$ cat config.mk
export PLATFORM = sky130hd
export DESIGN_NAME = raster_frame_scheduler
export DESIGN_NICKNAME = d
export VERILOG_FILES = /design/src/rtl/raster_frame_scheduler.sv
export SDC_FILE = /design/constraint.sdc
export NUM_CORES = 2
export LEC_CHECK = 0
export CAP_MARGIN = 25
export CORE_UTILIZATION = 30
export DETAILED_ROUTE_END_ITERATION = 6
export SLEW_MARGIN = 5
export SYNTH_ARGS = -nofsm -noshare
export SYNTH_HDL_FRONTEND = slang
export SYNTH_SLANG_ARGS = --single-unit
$ cat constraint.sdc
create_clock -name clk -period 11.6 [get_ports clk]
set_input_delay 2.32 -clock clk [delete_from_list [all_inputs] [get_ports clk]]
set_output_delay 2.32 -clock clk [all_outputs]
set_load 0.05 [all_outputs]
$ cat src/rtl/raster_frame_scheduler.sv
// raster_frame_scheduler: queues triangles, issues them to the rasterizer one
// at a time, and between frames waits for vsync, flips the display buffer and
// clears the z_buffer.
//
// Handshake (triangle input): a transfer happens on a rising clk edge where
// tri_valid && tri_ready are both 1. tri_ready depends only on queue
// occupancy, never on tri_valid. tri_data/tri_last are only looked at when
// tri_valid is 1. The rasterizer side has no ready: ru_start is held for
// START_HOLD cycles and ru_done is only taken in WAIT_DONE.
module raster_frame_scheduler #(
  parameter int          DEPTH        = 4,
  parameter int          ZB_WORDS     = 76800,
  parameter logic [5:0]  ZB_CLEAR_VAL = 6'h3F,
  parameter int          START_HOLD   = 3
) (
  input  logic         clk,
  input  logic         reset_n,
  input  logic         tri_valid,
  output logic         tri_ready,
  input  logic [287:0] tri_data,
  input  logic         tri_last,
  output logic         ru_start,
  output logic [287:0] ru_p,
  input  logic         ru_done,
  output logic         zb_sel,
  output logic         zb_we,
  output logic [16:0]  zb_addr,
  output logic [5:0]   zb_wdata,
  input  logic         vga_vs,
  output logic         buffer_select,
  output logic [15:0]  frame_count,
  output logic         busy,
  output logic [2:0]   dbg_state
);

  localparam int          AW      = $clog2(DEPTH);
  localparam int          HW      = $clog2(START_HOLD + 1);
  localparam logic [HW-1:0] HOLD  = HW'(START_HOLD);
  localparam logic [16:0] ZB_LAST = 17'(ZB_WORDS - 1);

  typedef enum logic [2:0] {
    S_CLEAR     = 3'd0,
    S_IDLE      = 3'd1,
    S_START     = 3'd2,
    S_WAIT_DONE = 3'd3,
    S_SWAP_WAIT = 3'd4
  } state_t;

  state_t state, state_d;

  // Triangle queue: {tri_last, tri_data} entries, extra pointer bit for full
  logic [288:0]  mem [DEPTH];
  logic [AW:0]   wr_ptr, rd_ptr;
  logic          full, empty, push, pop;
  logic [288:0]  head;

  logic          last_q;
  logic          vs_q;
  logic [HW-1:0] hold_cnt;
  logic          clear_done, vs_fall;

  assign empty      = (wr_ptr == rd_ptr);
  assign full       = (wr_ptr[AW] != rd_ptr[AW]) && (wr_ptr[AW-1:0] == rd_ptr[AW-1:0]);
  assign tri_ready  = !full;
  assign push       = tri_valid && tri_ready;
  assign pop        = (state == S_IDLE) && !empty;
  assign head       = mem[rd_ptr[AW-1:0]];
  assign clear_done = (zb_addr == ZB_LAST);
  assign vs_fall    = vs_q && !vga_vs;

  assign zb_sel     = (state == S_CLEAR);
  assign zb_we      = (state == S_CLEAR);
  assign zb_wdata   = ZB_CLEAR_VAL;
  assign busy       = (state != S_IDLE) || !empty;
  assign dbg_state  = state;

  // Queue storage write; contents need no reset since pointers define validity
  always_ff @(posedge clk) begin
    if (push) mem[wr_ptr[AW-1:0]] <= {tri_last, tri_data};
  end

  // Queue pointers; reset flushes the queue
  always_ff @(posedge clk) begin
    if (!reset_n) begin
      wr_ptr <= '0;
      rd_ptr <= '0;
    end else begin
      if (push) wr_ptr <= wr_ptr + (AW+1)'(1);
      if (pop)  rd_ptr <= rd_ptr + (AW+1)'(1);
    end
  end

  // State register; reset lands in CLEAR so every frame starts with a clean z_buffer
  always_ff @(posedge clk) begin
    if (!reset_n) state <= S_CLEAR;
    else          state <= state_d;
  end

  // Next-state logic
  always_comb begin
    state_d = state;
    case (state)
      S_CLEAR:     if (clear_done) state_d = S_IDLE;
      S_IDLE:      if (!empty) state_d = S_START;
      S_START:     if (hold_cnt == HOLD) state_d = S_WAIT_DONE;
      S_WAIT_DONE: if (ru_done) state_d = last_q ? S_SWAP_WAIT : S_IDLE;
      S_SWAP_WAIT: if (vs_fall) state_d = S_CLEAR;
      default:     state_d = S_CLEAR;
    endcase
  end

  // Datapath: triangle latch, start pulse, clear address, buffer flip, vsync edge
  always_ff @(posedge clk) begin
    if (!reset_n) begin
      ru_start      <= 1'b0;
      ru_p          <= '0;
      last_q        <= 1'b0;
      hold_cnt      <= '0;
      zb_addr       <= '0;
      buffer_select <= 1'b0;
      frame_count   <= '0;
      vs_q          <= 1'b1;
    end else begin
      vs_q <= vga_vs;
      case (state)
        S_CLEAR: zb_addr <= clear_done ? 17'd0 : zb_addr + 17'd1;
        S_IDLE: begin
          if (pop) begin
            ru_p     <= head[287:0];
            last_q   <= head[288];
            hold_cnt <= '0;
          end
        end
        // First START cycle lets ru_p settle; ru_start then stays high START_HOLD cycles
        S_START: begin
          if (hold_cnt == HOLD) begin
            ru_start <= 1'b0;
          end else begin
            ru_start <= 1'b1;
            hold_cnt <= hold_cnt + HW'(1);
          end
        end
        S_WAIT_DONE: ru_start <= 1'b0;
        S_SWAP_WAIT: begin
          if (vs_fall) begin
            buffer_select <= ~buffer_select;
            frame_count   <= frame_count + 16'd1;
            zb_addr       <= '0;
          end
        end
        default: ;
      endcase
    end
  end

endmodule

==> qor.yml <==
fin_crit_sh: 0.479
p_per_area_mw_per_mm2: 183
cp_data_arrival_time_ns: 3.23
final_area_mm2: 0.0689
synthArstFlopShare: 0
core_area_mm2: 0.181
post-dp-hpwl_mm: 90.9
end_kind: "output pin"
clockBufferDepth: 3
yosysTopAreaCell: "edfxtp_1"
io_pins: 630
htreeDepth: 4
path_max_fanout: 14
viasPerCell: 4.65
cp_cell_sequence: "nor3b_1 > nand4_1 > clkdlybuf4s50_1"
drt_iter0_drc: 1948
syn_area_per_cell_um2: 17.9
start_kind: "flop"
clk_pin_slew_ns: 0.06
tightest_slew_ns: 1.04
drv_slew: 0
drc_errors: 0
postCtsSetupRepairBufs: 0
final_common_cell: "edfxtp_1"
ctsHoldBuffers: 0
crit_type: "reg2out"
yosysUniqueCellTypes: 53
synth_cells: 3057
drv_cap: 0
crit_required_ns: 9.28
met3_usage: 0.0278
setup_viol: 0
syn-cell-area_mm2: 0.0546
grt.overflow.total: 0
cts_resized: 0
status: "finished clean"
std_cell_rows: 156
num-nets-final: 4005
grt.busiest_layer: "met2"
num_vias: 29000
rsz0062_at_grt: "no"
grt_antenna_before_repair: 56
grt_pass1_wl_mm: 208
finClkSkew_ns: 0.0420
met1_usage: 0.169
synth_area_leaders: "edfxtp_1 (64%), dfxtp_1 (12%), mux4_2 (12%)"
layout-drive-gt1-share: 0.152
grt_use_total: 0.156
tns_ns: 0
area_delta_synth_final_pct: 26.2
stdcell_count: 6233
die_x_um: 429
synth_edf_count: 1156
cts_tree: "built"
gp_congestion: 0.782
ir_worst_vdd_uv: 121
grt_use_met2: 0.290
final_hold_viol_count: 0
synth_seq_cells: 1492
fin_util: 0.381
period_needed_ns: 5.55
cts_made_buffers: 164
routedWlPerCell_um: 23.3
routed_wl_mm: 145
synth-main-ff-cell: "edfxtp_1"
ys_warn_count: 0
die_h_um: 429
yosys.area.top_type_share: 0.636
clock-sinks: 1492
dp.cells: 5907
grt_max_degree: 136
start_util: 0.302
io_buffers: 623
cp_slowest_cell: "nor3b_1"
drt-pass1-iter-count: 5
clock_latency_ns: 0.80
max_slew_margin: 0.307
ys_seq_area_frac: 0.759
hold_path.class: "reg2reg"
dieArea_mm2: 0.184
layout_common_cells: "edfxtp_1 (1156), clkdlybuf4s50_1 (622), nand2_1 (602), dfxtp_1 (334), mux4_2 (289)"
clockRootBuffer: "clkbuf_16"
ant_nets: 0
slowest_delay_ns: 0.81
max_freq_mhz: 180
grt_pass1_vias: 29100
placed_area_mm2: 0.0634
leakage_nw: 21.3
-- cells by family after synthesis --
| kind of cell | count (synthesis) | synth area share |
|---|---|---|
| flops | 1492 | 0.759 |
| simple gates | 709 | 0.0535 |
| compound gates | 338 | 0.0459 |
| mux | 291 | 0.120 |
| buf+inv | 192 | 0.0159 |
| xor+xnor | 26 | 0.00417 |
| fa+ha+maj | 8 | 0.00183 |
| other cells | 1 | 0.0000687 |
-- layout make-up --
class                           instances  area, µm²
Clock buffer                          224       4520
Timing Repair Buffer                  657       6600
Inverter                               10       37.5
Multi-Input combinational cell       1378      12300
Tap cell                             2370       2970
Clock inverter                         84        986
Fill cell                           16600     112000
Antenna cell                           18       45.0
Sequential cell                      1492      41400
-- registers in the layout (all words and copies together), names as in the netlist, 2 cells and up --
name         count
mem           1156
ru_p           288
zb_addr         17
frame_count     16
dbg_state        3
rd_ptr           3
wr_ptr           3
hold_cnt         2
-- cell usage after synthesis (3+ instances only) --
| master | n |
|---|---|
| nor3_1 | 11 |
| a21o_1 | 3 |
| o2111ai_1 | 3 |
| nor2_1 | 10 |
| a21boi_1 | 56 |
| nand2_1 | 603 |
| inv_1 | 10 |
| nand2b_1 | 5 |
| nand4_1 | 9 |
| and3_1 | 8 |
| o21ai_0 | 9 |
| buf_2 | 70 |
| edfxtp_1 | 1156 |
| nand3_1 | 19 |
| buf_1 | 6 |
| mux4_2 | 289 |
| xor2_1 | 12 |
| nor2b_1 | 8 |
| clkbuf_1 | 91 |
| nor3b_1 | 3 |
| ha_1 | 8 |
| buf_4 | 13 |
| a21oi_1 | 7 |
| o21a_1 | 3 |
| a21boi_0 | 235 |
| o31ai_1 | 4 |
| dfxtp_1 | 336 |
| a22oi_1 | 5 |
| and2_1 | 20 |
| xnor2_1 | 14 |
-- final timing paths --
path                                                 from                endpoint  slack, ns  cells past startpoint
worst max-delay path            dbg_state[0]$_SDFFE_PN0P_                    busy       6.05                      3
worst min-delay path               ru_p[171]$_SDFFE_PN0P_  ru_p[171]$_SDFFE_PN0P_       0.45                      2
worst max register to register     rd_ptr[1]$_SDFFE_PN0P_     mem[3][3]$_DFFE_PP_       7.36                      5
worst min register to register     ru_p[171]$_SDFFE_PN0P_  ru_p[171]$_SDFFE_PN0P_       0.45                      2
-- power by group --
part           internal, W  leakage (nW)  switching (W)
Clock              0.00306          2.66        0.00219
Combinational     0.000462          5.35       0.000747
Sequential         0.00604          13.3      0.0000918
-- layer usage --
metal,vias up,share of wire
met3,299,0.035
met1,15000,0.37
met2,676,0.56
met4,6,0.041
li1,13000,-
met5,-,0.00031
-- critical path, delay by kind of cell, from the launching register on --
family / cells / cell delay (ns)
AND/OR/NAND/NOR: 2 / 1.11
buffers and inverters: 1 / 0.78
flip-flops: 1 / 0.56
-- per-stage QoR --
stage | hold slack, ns | power (W) | setup WS, ns
5_1_grt | 0.465 | 0.0130 | 5.84
3_5_place_dp | 0.444 | 0.00749 | 5.64
2_1_floorplan | 0.445 | 0.00703 | 1.73
6_report | 0.450 | 0.0126 | 6.05
4_1_cts | 0.452 | 0.0128 | 5.82
3_3_place_gp | 0.443 | 0.00747 | 5.68
Power figures use the tool's default switching activity.
